File: src/rtl/life_engine.sv
// rtl/life_engine.sv - double-banked Game of Life cell store and B3/S23 generation engine
module life_engine #(
    parameter int WIDTH     = 4,
    parameter int P_PARAM_N = 8,
    parameter int P_PARAM_M = 8
) (
    input  logic                 clk,
    input  logic                 rst_n,
    input  logic [2*WIDTH-1:0]   rd_addr,
    output logic                 rd_live,
    input  logic                 step,
    input  logic                 clear,
    input  logic                 set_valid,
    input  logic [2*WIDTH-1:0]   set_pos,
    input  logic                 set_value,
    output logic                 set_ready,
    output logic                 busy,
    output logic                 done,
    output logic [15:0]          gen_count
);
    localparam int AW = 2 * WIDTH;
    localparam int NM = P_PARAM_N * P_PARAM_M;
    localparam int IW = (NM > 1) ? $clog2(NM) : 1;
    localparam int CW = (P_PARAM_N > 1) ? $clog2(P_PARAM_N) : 1;
    localparam int RW = (P_PARAM_M > 1) ? $clog2(P_PARAM_M) : 1;
    localparam logic [AW-1:0] CELLS  = AW'(NM);
    localparam logic [IW-1:0] LAST   = IW'(NM - 1);
    localparam logic [CW-1:0] X_LAST = CW'(P_PARAM_N - 1);
    localparam logic [RW-1:0] Y_LAST = RW'(P_PARAM_M - 1);

    typedef enum logic [1:0] {S_IDLE, S_CALC, S_SWAP, S_CLEAR} state_t;

    state_t          state, state_next;
    logic [NM-1:0]   bank0, bank1, front, back, rd_bank;
    logic            sel;
    logic [IW-1:0]   idx;
    logic [CW-1:0]   cx, xm, xp;
    logic [RW-1:0]   cy, ym, yp;
    logic            at_last, walking;
    logic [3:0]      nbr;
    logic            next_bit, rd_bit;
    logic            wr_en, wr_bank, wr_data;
    logic [IW-1:0]   wr_addr;

    function automatic logic cell_at(input logic [NM-1:0] b, input logic [CW-1:0] x,
                                     input logic [RW-1:0] y);
        logic [IW-1:0] a;
        a = IW'(y) * IW'(P_PARAM_N) + IW'(x);
        return b[a];
    endfunction

    assign front   = sel ? bank1 : bank0;
    assign back    = sel ? bank0 : bank1;
    assign at_last = (idx == LAST);
    assign walking = (state == S_CALC) || (state == S_CLEAR);

    // Toroidal neighbourhood of the cell at (cx, cy)
    assign xm = (cx == '0)     ? X_LAST : cx - CW'(1);
    assign xp = (cx == X_LAST) ? '0     : cx + CW'(1);
    assign ym = (cy == '0)     ? Y_LAST : cy - RW'(1);
    assign yp = (cy == Y_LAST) ? '0     : cy + RW'(1);

    assign nbr = {3'b0, cell_at(front, xm, ym)} + {3'b0, cell_at(front, cx, ym)}
               + {3'b0, cell_at(front, xp, ym)} + {3'b0, cell_at(front, xm, cy)}
               + {3'b0, cell_at(front, xp, cy)} + {3'b0, cell_at(front, xm, yp)}
               + {3'b0, cell_at(front, cx, yp)} + {3'b0, cell_at(front, xp, yp)};
    assign next_bit = (nbr == 4'd3) || (cell_at(front, cx, cy) && (nbr == 4'd2));

    always_ff @(posedge clk or negedge rst_n) begin
        if (!rst_n) state <= S_IDLE;
        else        state <= state_next;
    end

    always_comb begin
        state_next = state;
        case (state)
            S_IDLE:  if (clear) state_next = S_CLEAR;
                     else if (step) state_next = S_CALC;
            S_CALC:  if (at_last) state_next = S_SWAP;
            S_SWAP:  state_next = S_IDLE;
            S_CLEAR: if (at_last) state_next = S_IDLE;
            default: state_next = S_IDLE;
        endcase
    end

    always_comb begin
        set_ready = (state == S_IDLE);
        busy      = (state != S_IDLE);
        done      = (state == S_SWAP) || ((state == S_CLEAR) && at_last);
    end

    // Single bank write port: manual edit, generation write-back, or clear
    always_comb begin
        wr_en   = 1'b0;
        wr_bank = sel;
        wr_addr = idx;
        wr_data = 1'b0;
        case (state)
            S_IDLE: if (!clear && !step && set_valid && (set_pos < CELLS)) begin
                wr_en   = 1'b1;
                wr_addr = set_pos[IW-1:0];
                wr_data = set_value;
            end
            S_CALC: begin
                wr_en   = 1'b1;
                wr_bank = ~sel;
                wr_data = next_bit;
            end
            S_CLEAR: wr_en = 1'b1;
            default: ;
        endcase
    end

    always_ff @(posedge clk or negedge rst_n) begin
        if (!rst_n) begin
            bank0 <= '0;
            bank1 <= '0;
        end else if (wr_en) begin
            if (wr_bank) bank1[wr_addr] <= wr_data;
            else         bank0[wr_addr] <= wr_data;
        end
    end

    always_ff @(posedge clk or negedge rst_n) begin
        if (!rst_n) begin
            idx <= '0;
            cx  <= '0;
            cy  <= '0;
        end else if (walking && !at_last) begin
            idx <= idx + IW'(1);
            if (cx == X_LAST) begin
                cx <= '0;
                cy <= cy + RW'(1);
            end else begin
                cx <= cx + CW'(1);
            end
        end else begin
            idx <= '0;
            cx  <= '0;
            cy  <= '0;
        end
    end

    always_ff @(posedge clk or negedge rst_n) begin
        if (!rst_n) begin
            sel       <= 1'b0;
            gen_count <= '0;
        end else if (state == S_SWAP) begin
            sel       <= ~sel;
            gen_count <= gen_count + 16'd1;
        end else if ((state == S_CLEAR) && at_last) begin
            gen_count <= '0;
        end
    end

    // SWAP reads the completed back bank and the final CLEAR cycle reads zero,
    // so scanout sees the new board one edge before the bank/select update lands.
    assign rd_bank = (state == S_SWAP) ? back : front;
    assign rd_bit  = (rd_addr < CELLS) && rd_bank[rd_addr[IW-1:0]]
                     && !((state == S_CLEAR) && at_last);

    always_ff @(posedge clk or negedge rst_n) begin
        if (!rst_n) rd_live <= 1'b0;
        else        rd_live <= rd_bit;
    end
endmodule

File: config.mk
export PLATFORM = sky130hd
export DESIGN_NAME = life_engine
export DESIGN_NICKNAME = d
export VERILOG_FILES = /design/src/rtl/life_engine.sv
export SDC_FILE = /design/constraint.sdc
export NUM_CORES = 1
export LEC_CHECK = 0
export BUFFER_PORTS_ARGS = -buffer_cell sky130_fd_sc_hd__buf_2
export CAP_MARGIN = 15
export CORE_UTILIZATION = 64
export DETAILED_ROUTE_END_ITERATION = 6
export GPL_TIMING_DRIVEN = 0
export HOLD_SLACK_MARGIN = 0.05
export PLACE_DENSITY = 0.82
export SYNTH_ARGS = -nofsm -noshare
export SYNTH_HDL_FRONTEND = slang
export SYNTH_SLANG_ARGS = --single-unit
File: constraint.sdc
create_clock -name clk -period 7 [get_ports clk]
set_input_delay 1.05 -clock clk [delete_from_list [all_inputs] [get_ports clk]]
set_output_delay 1.05 -clock clk [all_outputs]
set_load 0.02 [all_outputs]
==> flow_summary.toml, run 1 <==
[clocking]
cts-root-buf = "clkbuf_16"
clk_pin_slew_ns = 0.07
ctsHtreeMaxLevel = 4
clock_sinks = 160
clk_path_buf_depth = 2
cts_tree = "built"
cts_made_buffers = 17
clk_latency_ns = 0.45

[worst_setup_path]
cp.required_ns = 7.33
worstSetupEndpointType = "flip-flop"
r2r_cells = 24
crit_path_frequent_cell = "fa_1"
critPathArrivalTime_ns = 7.16
cp.depth = 24
cp_max_fo = 19
worstSetupPathType = "reg2reg"
slowest_delay_ns = 0.55
path_delay_family = "adder cells"
cp-start-kind = "flip-flop"
slowest_stage = "fa_1"
cp_num_buf_inv = 8
path_cells = "buf_12 -> inv_1 -> ha_1 -> clkbuf_1 -> nand3_1 -> nand3_2 -> mux2_2 -> mux4_2 -> fa_1 -> inv_1 -> fa_1 -> fa_1 -> inv_1 -> ha_1 -> fa_1 -> nand3_1 -> o21ai_1 -> a41oi_2 -> a41oi_1 -> a41oi_2 -> buf_4 -> clkbuf_4 -> clkbuf_4 -> a21oi_1"

[pwr]
p_sw_mw = 0.4631
switching_share = 0.2418
p_clk_frac = 0.482
total_power_mw = 1.915
p_per_area_nw_per_um2 = 147.3
p_int_mw = 1.452
irDropWorstVdd_mv = 0.1737
comb_power_share = 0.036
leakagePower_nw = 5.266
sequentialPowerShare = 0.483

[detailed_routing]
wl_met1_um = 15260
wirelength_um = 44000
vias = 11591
wl_met2_um = 18260
drc = 2
drt_iter0_drc = 1786
top_layer = "met5"
drtAntennaViolNets = 0
routedWlPerCell_um = 27.26
vias_per_cell = 7.182
wl_met3_um = 7458
drtPass1Iterations = 7

[timing]
worstMarginPinSlew_ns = 1.104
relSlewSlack = 0.2624
timing.final.hold_violations = 0
min_period_ns = 6.832
fmax_mhz = 146.4
holdWs_ns = 0.5220
finalSetupViolations = 0
period_share = 0.9759
fin_skew_ns = 0.01203
maxSlewViolCount = 0

[synth]
synth_edf_count = 0
synth-warning-count = 0
synth_cell_types = 49
netlist_area_um2 = 11730
ys_ff_latch = 160
async_reset_ff_frac = 1.000
syn_avg_cell_area_um2 = 8.919
synth_nets = 1354
yosysSeqAreaShare = 0.3414
ys.flop_type = "dfrtp_1"
post_synth_inst_count = 1315

[flow_run]
drv_cap = 0

[cells_and_area]
area_growth_syn_to_layout_pct = 10.88
fin_area_um2 = 13010
nFillCells = 1371
nets = 1413
drive_gt1_frac = 0.1856
antenna_cells = 0

[grt]
overflow = 0
grt.total_usage = 0.4850
grt_max_degree = 85
grt_pass1_wl_um = 64610
grt_antenna_before_repair = 1
grt_pass1_vias = 10688

[die]
pin_count = 42
die_x_um = 137.4
start_util = 0.6529
core_um2 = 17960
row_count = 49
fp.dieArea_um2 = 18870
dieHeight_um = 137.4

[min_path]
hp-class = "reg2reg"
holdPathStages = 1

[placed_design]
placed_cell_area_um2 = 12260
io_buffer_count = 41
routabilityCongestion = 1.052
dp_hpwl_um = 30580

[status]
violations = "design-rule violations"
status = "finished with violations"
layout by cell type (no fill, tap or decap), types with 4 or more instances in the layout:
master      instances
a21oi_1           145
inv_1              16
clkbuf_1           36
a211oi_1            4
buf_2              52
nor2_1            295
fa_1                4
nand4_1            15
buf_6               6
inv_6               4
nand2b_1            8
o211ai_1            4
nand2_1           181
nand3_1            61
nor3_1              4
a22oi_2             6
a31oi_1            17
clkbuf_4           10
mux2i_1            49
nor2b_1             6
ha_1               13
clkinvlp_4          4
o21ai_0            38
buf_1               5
mux2_2             11
dfrtp_1           159
buf_4              15
clkbuf_16          17
nand3b_1            5
mux4_2            105
and3_1             21
xor2_1              7
a22oi_1             5
power groups by stage:
| stage | clock, mW | sequential (mW) | combinational, mW |
|---|---|---|---|
| global route | 0.958 | 0.924 | 0.0730 |
| floorplan | 0 | 0.943 | 0.0220 |
| CTS | 0.917 | 0.925 | 0.0652 |
| finish | 0.923 | 0.925 | 0.0681 |
| global placement | 0 | 0.942 | 0.0619 |
| detailed placement | 0 | 0.942 | 0.0649 |
area by class of cell:
cell class | count | area [µm²] | area share
plain buffers | 82 | 478.0 | 0.03675
clock inverters | 10 | 103.9 | 0.007985
flip-flops and latches | 160 | 4005 | 0.3080
repair buffers | 45 | 265.3 | 0.02040
multi-input cells | 1046 | 7325 | 0.5632
inverters | 22 | 85.08 | 0.006542
clock buffers | 20 | 456.7 | 0.03512
well taps | 229 | 286.5 | 0.02203
flip-flops by register name, indices dropped and copies added (netlist names):
name,flops
cx,3
idx,6
sel,1
cy,3
gen_count,16
bank0,64
rd_live,1
state,2
bank1,64
Yosys cell counts, drive strengths merged (13+ instances only):
cell type | instances | area share
ha | 13 | 0.014
dfrtp | 160 | 0.34
clkbuf | 39 | 0.012
a31oi | 17 | 0.0091
nand3 | 66 | 0.028
buf | 48 | 0.023
o21ai | 40 | 0.017
and3 | 21 | 0.011
nand4 | 15 | 0.0080
a21oi | 147 | 0.063
inv | 19 | 0.0061
mux2i | 49 | 0.042
nor2 | 298 | 0.096
nand2 | 181 | 0.058
mux4 | 105 | 0.20
worst reg2reg max path, cell delays in order (launching register included):
cell and delay, ns:
dfrtp_2 0.44, buf_12 0.22, inv_1 0.10, ha_1 0.47, clkbuf_1 0.51, nand3_1 0.23
nand3_2 0.20, mux2_2 0.31, mux4_2 0.48, fa_1 0.55, inv_1 0.06, fa_1 0.50
fa_1 0.55, inv_1 0.04, ha_1 0.21, fa_1 0.40, nand3_1 0.11, o21ai_1 0.08
a41oi_2 0.20, a41oi_1 0.09, a41oi_2 0.22, buf_4 0.19, clkbuf_4 0.23, clkbuf_4 0.23
a21oi_1 0.09
per-stage QoR:
stage,std cells,util,worst slack (ns),TNS (ns)
after floorplan,1315,-,0.5613,0
after global placement,1585,0.6803,-1.261,-149.97
after detailed placement,1586,0.6824,-1.371,-165.04
after CTS,1614,0.7169,0.009248,0
after global routing,1614,0.7240,-0.03032,-0.4830
final,1614,0.7240,0.1684,0
path summary, 6_finish.rpt:
check	slack, ns	startpoint	end
setup / recovery	0.17	cx[1]	bank1[29]
hold / removal	0.52	gen_count[5]	gen_count[5]
setup reg to reg	0.17	cx[1]	bank1[29]
hold reg to reg	0.52	gen_count[5]	gen_count[5]
max in group asynchronous	5.59	rst_n	bank0[36]
min in group asynchronous	0.54	rst_n	gen_count[5]
cell families after synthesis:
family / synth area share
AO/OA/AOI/OAI: 0.1156
adder cells (fa/ha/maj): 0.02070
XOR/XNOR: 0.007468
AND/OR/NAND/NOR: 0.2178
flip-flops: 0.3414
buffers and inverters: 0.04299
multiplexers: 0.2540
repair_timing:
item                                    4_1_cts  5_1_grt
pin swaps                                     0        2
endpoints found under the setup margin      128      128
buffers inserted                              1        1
resized for setup                            19       36
hold buffers                                  0        0
cloned                                        0        1
per-layer routing:
| metal | track usage | vias up |
|---|---|---|
| li1 | - | 4858 |
| met1 | 0.6093 | 5490 |
| met2 | 0.6650 | 995 |
| met3 | 0.2340 | 246 |
| met4 | 0.3114 | 2 |
| met5 | 0.002778 | - |
(Power assumes the default switching activity.)
==> run 2, diff against run 1 <==
==> config.mk (replaced) <==
export PLATFORM = sky130hd
export DESIGN_NAME = life_engine
export DESIGN_NICKNAME = d
export VERILOG_FILES = /design/src/rtl/life_engine.sv
export SDC_FILE = /design/constraint.sdc
export NUM_CORES = 1
export LEC_CHECK = 0
export BUFFER_PORTS_ARGS = -buffer_cell sky130_fd_sc_hd__clkbuf_2
export CAP_MARGIN = 15
export CELL_PAD_IN_SITES_DETAIL_PLACEMENT = 2
export CELL_PAD_IN_SITES_GLOBAL_PLACEMENT = 2
export CORE_UTILIZATION = 40
export DETAILED_ROUTE_END_ITERATION = 6
export GPL_TIMING_DRIVEN = 0
export HOLD_SLACK_MARGIN = 0.05
export PLACE_DENSITY_LB_ADDON = 0.1
export SYNTH_ARGS = -nofsm -noshare
export SYNTH_HDL_FRONTEND = slang
export SYNTH_SLANG_ARGS = --single-unit
==> run 2 against run 1 <==
  * The flow now finishes without violations
  * Clock-buffer cell count down 1
  * Final cell count grew 10%
  * Clock skew rose by 0.0017 ns
==> flow_summary.toml, run 2 (same netlist as run 1, synthesis figures left out) <==
[die]
start_util = 0.4075
dieHeight_um = 173.2
fp.dieArea_um2 = 30010
pin_count = 42
die_x_um = 173.2
row_count = 62
core_um2 = 28780

[detailed_routing]
drtPass1Iterations = 5
wirelength_um = 56680
vias_per_cell = 6.727
drt_iter0_drc = 1373
drc = 0
vias = 11941
drtAntennaViolNets = 0
routedWlPerCell_um = 31.93

[grt]
gr-usage-met1 = 0.5046
grt_busiest_layer = "met2"
grt_max_degree = 98
grt.total_usage = 0.3859
grt_util_met2 = 0.5882
grt.met3_usage = 0.07215
grt_antenna_before_repair = 1
grt_pass1_wl_um = 84370
grt_pass1_vias = 12601
overflow = 0

[timing]
worst_slack_ns = 0.09230
worstMarginPinSlew_ns = 1.178
maxSlewViolCount = 0
period_share = 0.9868
min_period_ns = 6.908
fmax_mhz = 144.8
relSlewSlack = 0.2118
finalSetupViolations = 0
finalSetupTns_ns = 0
fin_skew_ns = 0.01368
timing.final.hold_violations = 0

[cells_and_area]
mostFrequentLayoutCells = "nor2_1 (295), nand2_1 (181), dfrtp_1 (159)"
final_common_cell = "nor2_1"
fin_area_um2 = 13350
fin_util = 0.4637
nets = 1416
multi_input_area_um2 = 7322
nFillCells = 3169
seqCellArea_um2 = 4005
top_regs = "bank0 x64, bank1 x64, gen_count x16"
drive_gt1_frac = 0.1885
area_growth_syn_to_layout_pct = 13.78

[clocking]
cts-root-buf = "clkbuf_16"
clk_path_buf_depth = 2
clock_sinks = 160
cts_tree = "built"
clk_latency_ns = 0.48
cts_hold_repair.buffers = 0
cts_made_buffers = 17
ctsHtreeMaxLevel = 4
clk_pin_slew_ns = 0.07

[pwr]
switching_share = 0.2381
irDropWorstVdd_mv = 0.1680
total_power_mw = 2.130
comb_power_share = 0.034
leakagePower_nw = 5.328
sequentialPowerShare = 0.434
p_int_mw = 1.623
p_clk_frac = 0.532
p_sw_mw = 0.5070
p_per_area_nw_per_um2 = 159.6

[status]
status = "completed"

[placed_design]
io_buffer_count = 41
routabilityCongestion = 0.9681
dp_hpwl_um = 39220
place_ws_ns = -1.562
placed_cell_area_um2 = 12450

[worst_setup_path]
slowest_delay_ns = 0.55
cp_max_fo = 10
slowest_stage = "fa_1"
cp.required_ns = 7.35
worstSetupEndpointType = "flip-flop"
cp_num_buf_inv = 8
path_delay_family = "adder cells"
cp-startpoint = "cx[0]"
cp-start-kind = "flip-flop"
worstSetupPathType = "reg2reg"
r2r-start = "cx[0]"
critPathArrivalTime_ns = 7.25

[min_path]
hp-class = "reg2reg"
holdCritStartpoint = "gen_count[6]"

[flow_run]
drv_cap = 0
[run 2: worst reg2reg max path: cells and delay by family (launching register included)]
family | cells | cell delay, ns
buffers and inverters | 8 | 1.28
flip-flops | 1 | 0.40
multiplexers | 3 | 1.12
adder cells (fa/ha/maj) | 6 | 2.46
AND/OR/NAND/NOR | 2 | 0.32
AO/OA/AOI/OAI | 7 | 1.20
[run 2: per-stage QoR]
step | hold slack [ns] | std cells
finish | 0.5272 | 1775
floorplan | 0.5162 | 1315
global placement | 0.5100 | 1740
CTS | 0.5341 | 1771
global route | 0.5569 | 1774
detailed placement | 0.5228 | 1741
[run 2: power by group through the flow]
stage	registers (mW)	clock network (mW)	logic (mW)
after global routing	0.924	1.17	0.0765
after CTS	0.924	1.14	0.0705
after floorplan	0.943	0	0.0220
final	0.924	1.13	0.0717
after global placement	0.943	0	0.0673
after detailed placement	0.942	0	0.0701
[run 2: worst paths after layout]
check | to | slack (ns) | cells after the start
worst max-delay path | bank0[28] | 0.09 | 26
worst min-delay path | gen_count[6] | 0.53 | 1
worst max register to register | bank0[28] | 0.09 | 26
worst min register to register | gen_count[6] | 0.53 | 1
max in group asynchronous | bank1[29] | 5.53 | 2
min in group asynchronous | gen_count[7] | 0.62 | 1
[run 2: layout make-up]
| class | instances | share of cell area |
|---|---|---|
| Inverter | 22 | 0.006844 |
| Clock inverter | 13 | 0.01725 |
| Clock buffer | 19 | 0.03319 |
| Multi-Input combinational cell | 1046 | 0.5487 |
| Tap cell | 384 | 0.03600 |
| Buffer | 83 | 0.03685 |
| Timing Repair Buffer | 47 | 0.02091 |
| Antenna cell | 1 | 0.0001875 |
| Sequential cell | 160 | 0.3001 |
[run 2: what timing repair did]
action,in CTS,in global routing
cloned,0,1
setup buffers,2,2
setup endpoints to repair,128,128
gates resized for setup,26,36
pin swaps,0,2
endpoints found under the hold margin,0,0
[run 2: per-layer routing]
layer | share of wire | wire (µm)
met5 | 0 | 0
met3 | 0.081 | 4608
met2 | 0.45 | 25460
met4 | 0.073 | 4116
met1 | 0.40 | 22490
